File: src/rtl/intl_ext_filter_if.sv
`default_nettype none
// ============================================================================
// Module   : intl_ext_filter_if
// Purpose  : Signal bundle between the external interlock filter and its
//            controller/consumer (configuration, raw pins, filtered results).
// Revision : 1.0 - initial release
// ============================================================================
interface intl_ext_filter_if #(
    parameter int NUM_CH    = 16,
    parameter int CNT_WIDTH = 16,
    parameter int IDX_WIDTH = 4
);
    logic [NUM_CH-1:0]    i_intl_ext_raw;
    logic [NUM_CH-1:0]    i_polarity;
    logic [NUM_CH-1:0]    i_bypass;
    logic [CNT_WIDTH-1:0] i_filt_len;
    logic                 i_intl_clr;
    logic [NUM_CH-1:0]    o_intl_ext;
    logic [NUM_CH-1:0]    o_rise_pulse;
    logic [NUM_CH-1:0]    o_fall_pulse;
    logic [NUM_CH-1:0]    o_intl_latch;
    logic                 o_intl_any;
    logic                 o_first_valid;
    logic [IDX_WIDTH-1:0] o_first_idx;

    modport master (
        output i_intl_ext_raw, i_polarity, i_bypass, i_filt_len, i_intl_clr,
        input  o_intl_ext, o_rise_pulse, o_fall_pulse, o_intl_latch,
               o_intl_any, o_first_valid, o_first_idx
    );

    modport slave (
        input  i_intl_ext_raw, i_polarity, i_bypass, i_filt_len, i_intl_clr,
        output o_intl_ext, o_rise_pulse, o_fall_pulse, o_intl_latch,
               o_intl_any, o_first_valid, o_first_idx
    );
endinterface
`default_nettype wire

File: src/rtl/intl_ext_filter.sv
`default_nettype none
// ============================================================================
// Module   : intl_ext_filter
// Purpose  : Synchronise, polarise and debounce external interlock pins; emit
//            edge pulses, sticky fault latches and a first-fault index.
// Revision : 1.0 - initial release
// ============================================================================
module intl_ext_filter #(
    parameter int NUM_CH    = 16,
    parameter int CNT_WIDTH = 16,
    parameter int IDX_WIDTH = 4
) (
    input  wire logic          i_clk,
    input  wire logic          i_rst,
    intl_ext_filter_if.slave   bus
);

    logic [NUM_CH-1:0]    r_sync1;
    logic [NUM_CH-1:0]    r_sync2;
    logic [NUM_CH-1:0]    r_filt;
    logic [NUM_CH-1:0]    r_rise;
    logic [NUM_CH-1:0]    r_fall;
    logic [NUM_CH-1:0]    r_latch;
    logic                 r_any;
    logic                 r_first_valid;
    logic [IDX_WIDTH-1:0] r_first_idx;
    logic [CNT_WIDTH-1:0] r_cnt [NUM_CH];

    logic [NUM_CH-1:0]    w_s;
    logic [NUM_CH-1:0]    w_f_next;
    logic [NUM_CH-1:0]    w_latch_next;
    logic [CNT_WIDTH-1:0] w_len_m1;
    logic [IDX_WIDTH-1:0] w_low_idx;

    // Loading polarity into the synchroniser makes the polarised level idle at 0.
    always_ff @(posedge i_clk) begin
        if (i_rst) begin
            r_sync1 <= bus.i_polarity;
            r_sync2 <= bus.i_polarity;
        end else begin
            r_sync1 <= bus.i_intl_ext_raw;
            r_sync2 <= r_sync1;
        end
    end

    assign w_s      = r_sync2 ^ bus.i_polarity;
    assign w_len_m1 = (bus.i_filt_len == '0) ? '0 : bus.i_filt_len - CNT_WIDTH'(1);

    generate
        for (genvar i = 0; i < NUM_CH; i++) begin : g_ch
            assign w_f_next[i] = ((w_s[i] != r_filt[i]) && (r_cnt[i] >= w_len_m1))
                                 ? w_s[i] : r_filt[i];

            always_ff @(posedge i_clk) begin
                if (i_rst) begin
                    r_cnt[i] <= '0;
                end else if (w_s[i] == r_filt[i]) begin
                    r_cnt[i] <= '0;
                end else if (r_cnt[i] >= w_len_m1) begin
                    r_cnt[i] <= '0;
                end else begin
                    r_cnt[i] <= r_cnt[i] + CNT_WIDTH'(1);
                end
            end
        end
    endgenerate

    // Set wins over clear so a still-asserted channel survives a clear.
    assign w_latch_next = (r_latch & ~({NUM_CH{bus.i_intl_clr}} & ~w_f_next))
                        | (w_f_next & ~bus.i_bypass);

    always_comb begin
        w_low_idx = '0;
        for (int i = NUM_CH - 1; i >= 0; i--) begin
            if (w_latch_next[i]) begin
                w_low_idx = IDX_WIDTH'(i);
            end
        end
    end

    always_ff @(posedge i_clk) begin
        if (i_rst) begin
            r_filt        <= '0;
            r_rise        <= '0;
            r_fall        <= '0;
            r_latch       <= '0;
            r_any         <= 1'b0;
            r_first_valid <= 1'b0;
            r_first_idx   <= '0;
        end else begin
            r_filt  <= w_f_next;
            r_rise  <= w_f_next & ~r_filt;
            r_fall  <= ~w_f_next & r_filt;
            r_latch <= w_latch_next;
            r_any   <= |w_latch_next;
            if (bus.i_intl_clr) begin
                r_first_valid <= 1'b0;
                r_first_idx   <= '0;
            end else if (!r_first_valid && (w_latch_next != '0)) begin
                r_first_valid <= 1'b1;
                r_first_idx   <= w_low_idx;
            end
        end
    end

    assign bus.o_intl_ext    = r_filt;
    assign bus.o_rise_pulse  = r_rise;
    assign bus.o_fall_pulse  = r_fall;
    assign bus.o_intl_latch  = r_latch;
    assign bus.o_intl_any    = r_any;
    assign bus.o_first_valid = r_first_valid;
    assign bus.o_first_idx   = r_first_idx;

endmodule
`default_nettype wire

File: src/flat_wrapper.sv
// flat-port wrapper written by rule: the top's interface ports become plain ports
module intl_ext_filter_flat 
#(
    parameter int NUM_CH    = 16,
    parameter int CNT_WIDTH = 16,
    parameter int IDX_WIDTH = 4
)
  (i_clk, i_rst, bus_i_intl_ext_raw, bus_i_polarity, bus_i_bypass, bus_i_filt_len, bus_i_intl_clr, bus_o_intl_ext, bus_o_rise_pulse, bus_o_fall_pulse, bus_o_intl_latch, bus_o_intl_any, bus_o_first_valid, bus_o_first_idx);
  intl_ext_filter_if #(.NUM_CH(NUM_CH), .CNT_WIDTH(CNT_WIDTH), .IDX_WIDTH(IDX_WIDTH)) bus_i ();
  input  wire logic i_clk;
  input  wire logic i_rst;
  input wire logic [$bits(bus_i.i_intl_ext_raw)-1:0] bus_i_intl_ext_raw;
  input wire logic [$bits(bus_i.i_polarity)-1:0] bus_i_polarity;
  input wire logic [$bits(bus_i.i_bypass)-1:0] bus_i_bypass;
  input wire logic [$bits(bus_i.i_filt_len)-1:0] bus_i_filt_len;
  input wire logic [$bits(bus_i.i_intl_clr)-1:0] bus_i_intl_clr;
  output wire logic [$bits(bus_i.o_intl_ext)-1:0] bus_o_intl_ext;
  output wire logic [$bits(bus_i.o_rise_pulse)-1:0] bus_o_rise_pulse;
  output wire logic [$bits(bus_i.o_fall_pulse)-1:0] bus_o_fall_pulse;
  output wire logic [$bits(bus_i.o_intl_latch)-1:0] bus_o_intl_latch;
  output wire logic [$bits(bus_i.o_intl_any)-1:0] bus_o_intl_any;
  output wire logic [$bits(bus_i.o_first_valid)-1:0] bus_o_first_valid;
  output wire logic [$bits(bus_i.o_first_idx)-1:0] bus_o_first_idx;
  assign bus_i.i_intl_ext_raw = bus_i_intl_ext_raw;
  assign bus_i.i_polarity = bus_i_polarity;
  assign bus_i.i_bypass = bus_i_bypass;
  assign bus_i.i_filt_len = bus_i_filt_len;
  assign bus_i.i_intl_clr = bus_i_intl_clr;
  assign bus_o_intl_ext = bus_i.o_intl_ext;
  assign bus_o_rise_pulse = bus_i.o_rise_pulse;
  assign bus_o_fall_pulse = bus_i.o_fall_pulse;
  assign bus_o_intl_latch = bus_i.o_intl_latch;
  assign bus_o_intl_any = bus_i.o_intl_any;
  assign bus_o_first_valid = bus_i.o_first_valid;
  assign bus_o_first_idx = bus_i.o_first_idx;
  intl_ext_filter #(.NUM_CH(NUM_CH), .CNT_WIDTH(CNT_WIDTH), .IDX_WIDTH(IDX_WIDTH)) u_core (.i_clk(i_clk), .i_rst(i_rst), .bus(bus_i));
endmodule
File: config.mk
export PLATFORM = sky130hd
export DESIGN_NAME = intl_ext_filter_flat
export DESIGN_NICKNAME = d
export VERILOG_FILES = /design/src/rtl/intl_ext_filter_if.sv /design/src/rtl/intl_ext_filter.sv /design/src/flat_wrapper.sv
export SDC_FILE = /design/constraint.sdc
export NUM_CORES = 1
export LEC_CHECK = 0
export BUFFER_PORTS_ARGS = -buffer_cell sky130_fd_sc_hd__buf_2
export CAP_MARGIN = 30
export CORE_ASPECT_RATIO = 0.5
export CORE_UTILIZATION = 65
export CTS_BUF_LIST = sky130_fd_sc_hd__clkbuf_8
export CTS_CLUSTER_SIZE = 14
export DETAILED_ROUTE_END_ITERATION = 12
export PLACE_DENSITY_LB_ADDON = 0.25
export SETUP_SLACK_MARGIN = 0.15
export SLEW_MARGIN = 20
export SYNTH_ARGS = -nofsm -noshare
export SYNTH_HDL_FRONTEND = slang
export SYNTH_SLANG_ARGS = --single-unit
File: constraint.sdc
create_clock -name i_clk -period 15.2 [get_ports i_clk]
set_input_delay 3.04 -clock i_clk [delete_from_list [all_inputs] [get_ports i_clk]]
set_output_delay 3.04 -clock i_clk [all_outputs]
set_load 0.005 [all_outputs]
; ---- Yosys cells after proc, flatten, opt, wreduce, memory -nomap -nowiden
; Memories as Yosys holds them, arrays and structs flattened.
; Index checks and enable logic that the tools add are counted.
[word_totals]
regBits = 102
ram_bits = 256
input_bits = 67
out_inout_bits = 70
elab_cells = 417
n_memories = 1
[memory_table]
columns = memory, depth, width, rd, rd_clocked_by_memory_dff, write_ports, line_no
row1 = u_core.r_cnt, 16, 16, 16, 0, 16, intl_ext_filter.sv:27  ; logic [CNT_WIDTH-1:0] r_cnt [NUM_CH];
[op_classes]
n_addsub = 17
n_lt_le_gt_ge = 16
eq_ne = 32
muxes = 261
bitwise = 59
reduce_logical = 22
[op_table]
columns = operator, n
row1 = 16-bit 2-to-1 mux, 51
row2 = "16-bit by 1-bit adder with 16-bit output, second input constant", 16
row3 = 16-bit greater-or-equal comparator, 16
row4 = 1-bit 2-to-1 mux, 194
row5 = 16-bit bitwise AND, 5
row6 = 4-bit 2-to-1 mux, 16
row7 = 16-bit inverter, 4
row8 = 1-bit OR, 48
row9 = 1-bit logical AND, 17
row10 = 1-bit equality test, 16
row11 = 16-bit logical NOT, 1
row12 = 1-bit inequality test, 16
row13 = 16-bit OR, 1
row14 = 16-bit nonzero test, 1
row15 = 16-bit OR reduction, 1
row16 = "16-bit by 1-bit subtractor with 16-bit output, second input constant", 1
row17 = 16-bit XOR, 1
row18 = 2-bit OR reduction, 1
row19 = 1-bit logical NOT, 1

; ---- Longest topological paths before layout
[depth]
word_depth = 26
mapped_depth = 18
mapped_depth_nobuf = 17

; ---- Least setup slack after synthesis
; OpenSTA, ideal clock, no wires.
[synth_timing]
kind = input -> register
startpoint = input bus_i_filt_len[5]
endpoint = register u_core.r_first_idx[0] (netlist: u_core.bus.o_first_idx[0])
setup_time_ns = 0.073
arrival_ns = 7.064
required_ns = 15.127
setup_slack_ns = 8.063
path_stages = 17
path_buffers = 2
cell_sequence = nor4_1 -> nand4b_1 -> or3_1 -> clkbuf_1 -> clkbuf_1 -> nand2_1 -> ha_1 -> and3_1 -> o311a_1 -> o31ai_1 -> a311oi_1 -> nor3_2 -> a31oi_4 -> and3_4 -> nor2b_4 -> a2111o_1 -> o211ai_2
[synth_via]
elab_chain_len = 26
elab_cells_between_ends = 75
classes_between = 1 x add/sub / 16 x order compare / 33 x mux / 6 x bitwise / 19 x reduce/logical
[synth_lines]
columns = item, line_no
row1 = start: declaration, flat_wrapper.sv:15  ; input wire logic [$bits(bus_i.i_filt_len)-1:0] bus_i_filt_len;
row2 = 16-bit by 1-bit subtractor with 16-bit output / 16-bit logical NOT (equally long branches), intl_ext_filter.sv:47  ; assign w_len_m1 = (bus.i_filt_len == '0) ? '0 : bus.i_filt_len - CNT_WIDTH'(1);
row3 = 16-bit 2-to-1 mux (*), intl_ext_filter.sv:47
row4 = 16-bit greater-or-equal comparator, intl_ext_filter.sv:51  ; assign w_f_next[i] = ((w_s[i] != r_filt[i]) && (r_cnt[i] >= w_len_m1))
row5 = 1-bit logical AND, intl_ext_filter.sv:51
row6 = 1-bit 2-to-1 mux, intl_ext_filter.sv:52  ; ? w_s[i] : r_filt[i];
row7 = 16-bit inverter, intl_ext_filter.sv:69  ; assign w_latch_next = (r_latch & ~({NUM_CH{bus.i_intl_clr}} & ~w_f_next))
row8 = 16-bit bitwise AND, intl_ext_filter.sv:69
row9 = 16-bit inverter, intl_ext_filter.sv:69
row10 = 16-bit bitwise AND, intl_ext_filter.sv:69
row11 = 16-bit OR (*), intl_ext_filter.sv:70  ; | (w_f_next & ~bus.i_bypass);
row12 = 4-bit 2-to-1 mux (16 in a row), intl_ext_filter.sv:75  ; if (w_latch_next[i]) begin
row13 = end signal: assignment, intl_ext_filter.sv:101  ; r_first_idx <= w_low_idx;
row14 = end: declaration, intl_ext_filter.sv:26  ; logic [IDX_WIDTH-1:0] r_first_idx;
; Every way passes the cells marked *; elsewhere a longest branch is shown, timed or not.
; A chain may end at the register's enable or synchronous reset.

; ---- Final worst setup path
[layout_timing]
startpoint = input bus_i_filt_len[4]
endpoint = register u_core.r_first_idx[0] (netlist: u_core.bus.o_first_idx[0])
; Same word-level chain as after synthesis.

==> flow_metrics.env <==
export IMPL_synth_seq_cells=358
export IMPL_cp_startpoint="bus_i_filt_len[4]"
export IMPL_firstDrtPassIters=5
export IMPL_hold_viol_final=0
export IMPL_yosysWarnings=0
export IMPL_irDropWorstVdd_mv=0.09049
export IMPL_final_cell_mix="nor2_1 (387), ha_1 (274), edfxtp_1 (256), conb_1 (256), nand2_1 (167)"
export IMPL_drt_iter0_drc=1455
export IMPL_layout_drive_gt1_share_pct=9.091
export IMPL_slew_headroom_pct=41.14
export IMPL_path_buf_inv=1
export IMPL_final_common_cell="nor2_1"
export IMPL_path_cells="buf_2 -> nor4_1 -> nand4b_1 -> or3_1 -> a21bo_2 -> ha_1 -> a21oi_1 -> o21ai_0 -> a221oi_1 -> nand2_1 -> a311oi_1 -> nor4_1 -> a311oi_1 -> o211ai_1 -> a2111o_1 -> o211ai_2"
export IMPL_yosys_area_top_type="edfxtp_1"
export IMPL_period_share_pct=51.26
export IMPL_max_freq_mhz=128.3
export IMPL_yosysUniqueCellTypes=76
export IMPL_synth_area_leaders="edfxtp_1 (34%), ha_1 (15%), dfxtp_1 (9.0%)"
export IMPL_multi_input_area_um2=13320
export IMPL_numCtsBuffers=52
export IMPL_synth_enable_flop_cells=256
export IMPL_post_cts_resized=0
export IMPL_rows=47
export IMPL_initial_core_util_pct=67.28
export IMPL_synth_area_per_cell_um2=9.883
export IMPL_endpoint_kind="flop"
export IMPL_io_buffers=136
export IMPL_synth_area_um2=22630
export IMPL_cp_max_fo=16
export IMPL_drc=0
export IMPL_seq_area_frac_synth_pct=42.99
export IMPL_die_area_um2=35610
export IMPL_fin_crit_ps=7792
export IMPL_placed_cell_area_um2=24840
export IMPL_grt_max_degree=80
export IMPL_cpMaxStageDelayCell="a21bo_2"
export IMPL_wl_um=54820
export IMPL_dieWidth_um=265.9
export IMPL_fill_cells=2345
export IMPL_fin_ws_ps=7408
export IMPL_p_per_area_nw_per_um2=95.43
export IMPL_pre_cts_ws_ps=6976
export IMPL_required_ps=15750
export IMPL_grt_use_total_pct=31.19
export IMPL_cts_sinks=358
export IMPL_clkSlewWorstSetupHoldPaths_ps=70
export IMPL_yosys_area_top_type_share_pct=33.97
export IMPL_hold_buffers=0
export IMPL_path_delay_family="compound AO/OA/AOI/OAI gates"
export IMPL_cts_tree="done"
export IMPL_area_delta_synth_final_pct=14.63
export IMPL_critPathKind="input port to flop"
export IMPL_post_cts_buffers=0
export IMPL_dieHeight_um=133.9
export IMPL_clk_path_buf_depth=3
export IMPL_grt_pass1_vias=17480
export IMPL_dp_hpwl_um=38940
export IMPL_io_pins=137
export IMPL_globalplace_congestion=0.8671
export IMPL_setup_viol=0
export IMPL_crit_reg2reg_launch="u_core.r_cnt[12][0]"
export IMPL_grt_pass1_wl_um=88010
export IMPL_status="finished, final reports clean"
export IMPL_hold_ws_ps=433.5
export IMPL_final_max_slew_viol_count=0
export IMPL_antenna_left=0
export IMPL_arrival_ps=8350
export IMPL_synth_cells=2290
export IMPL_ys_flop_type="edfxtp_1"
export IMPL_slowest_delay_ps=820
export IMPL_vias=18080
export IMPL_worstMarginPinSlew_ps=871.0
export IMPL_vias_per_cell=5.621
export IMPL_clock_latency_ps=630
export IMPL_min_delay_start="u_core.r_sync1[6]"
export IMPL_tns_ps=0
export IMPL_seq_area_um2=9729
export IMPL_hold_path_class="flop to flop"
export IMPL_wl_per_cell_um=17.04
export IMPL_async_flop_share_pct=0
export IMPL_design_area_um2=25940
export IMPL_fin_worst_skew_ps=33.70
export IMPL_max_cap_violations=0
export IMPL_grt_overflow=0
export IMPL_startpoint_type="input port"
export IMPL_antenna_found_initial=1
export IMPL_p_leak_nw=11.24
export IMPL_coreArea_um2=33640
export IMPL_ctsHtreeMaxLevel=2
export IMPL_finalNetCount=3047
export IMPL_rsz0062_at_grt="no"
export IMPL_clock_root_buffer="clkbuf_8"
[power by group]
group | internal, W | switching [W]
logic | 0.000184 | 0.000267
clock network | 0.000425 | 0.000394
registers | 0.00113 | 0.0000787
total | 0.00174 | 0.000740
[cell type report]
cell class	count	area share [%]
clock inverter	32	0.7186
timing repair buffer	154	3.299
antenna	2	0.01929
sequential	358	37.50
clock buffer	66	3.501
inverter	96	1.389
multi-input combinational	2044	51.33
tap	465	2.243
[synthesized netlist by cell type, drive strengths merged (58+ instances only)]
library cell	instances
dfxtp	102
o21ai	64
ha	274
xor2	163
xnor2	107
nand3	116
nor2	388
nand4	58
inv	96
a21oi	74
edfxtp	256
nand2	167
[layer usage]
metal / track usage, % / up-vias / wire length (um)
met5: 0 / - / 0
met3: 5.948 / 161 / 3735
met4: 12.74 / 0 / 2139
met1: 40.19 / 8542 / 23530
met2: 52.05 / 549 / 25420
li1: - / 8830 / -
[registers in the layout, summed over array words and instances, names as in the netlist]
register and cells:
u_core.bus.o_fall_pulse 16, u_core.r_sync1 16, u_core.r_sync2 16, u_core.bus.o_rise_pulse 16, u_core.bus.o_intl_any 1, u_core.bus.o_first_valid 1, u_core.bus.o_intl_latch 16, u_core.bus.o_intl_ext 16
u_core.bus.o_first_idx 4, u_core.r_cnt 256
[cells by family (layout without fill, tap and decap cells)]
family | after synthesis | count (layout) | synth area share [%]
and+or+nand+nor | 957 | 957 | 20.13
DFF | 358 | 358 | 42.99
adders and majority gates | 274 | 274 | 15.15
AOI/OAI and AO/OA | 273 | 273 | 8.243
xor gates and xnor gates | 270 | 270 | 10.45
buffers and inverters | 143 | 348 | 2.405
muxes | 14 | 14 | 0.6192
other | 1 | 258 | 0.01657
[worst paths after layout]
kind | slack (ps) | depth (start not counted) | end
min | 430 | 2 | u_core.r_sync2[6]
max reg2reg | 11520 | 12 | u_core.bus.o_first_idx[0]
max | 7410 | 16 | u_core.bus.o_first_idx[0]
min reg2reg | 430 | 2 | u_core.r_sync2[6]
[metrics by stage]
step                      cells  power (W)  util [%]
after global placement     3114   0.001637     73.68
after CTS                  3214   0.002474     77.09
final                      3217   0.002476     77.12
after floorplan            2545   0.001513         -
after global routing       3216   0.002589     77.12
after detailed placement   3116   0.001664     73.84
[worst min-delay path, delay by kind of cell, from the launching register on]
kind                   cells  cell delay (ps)
flip-flops                 1              300
buffers and inverters      1               40
AO/OA/AOI/OAI              1               50
(Power assumes the default switching activity.)
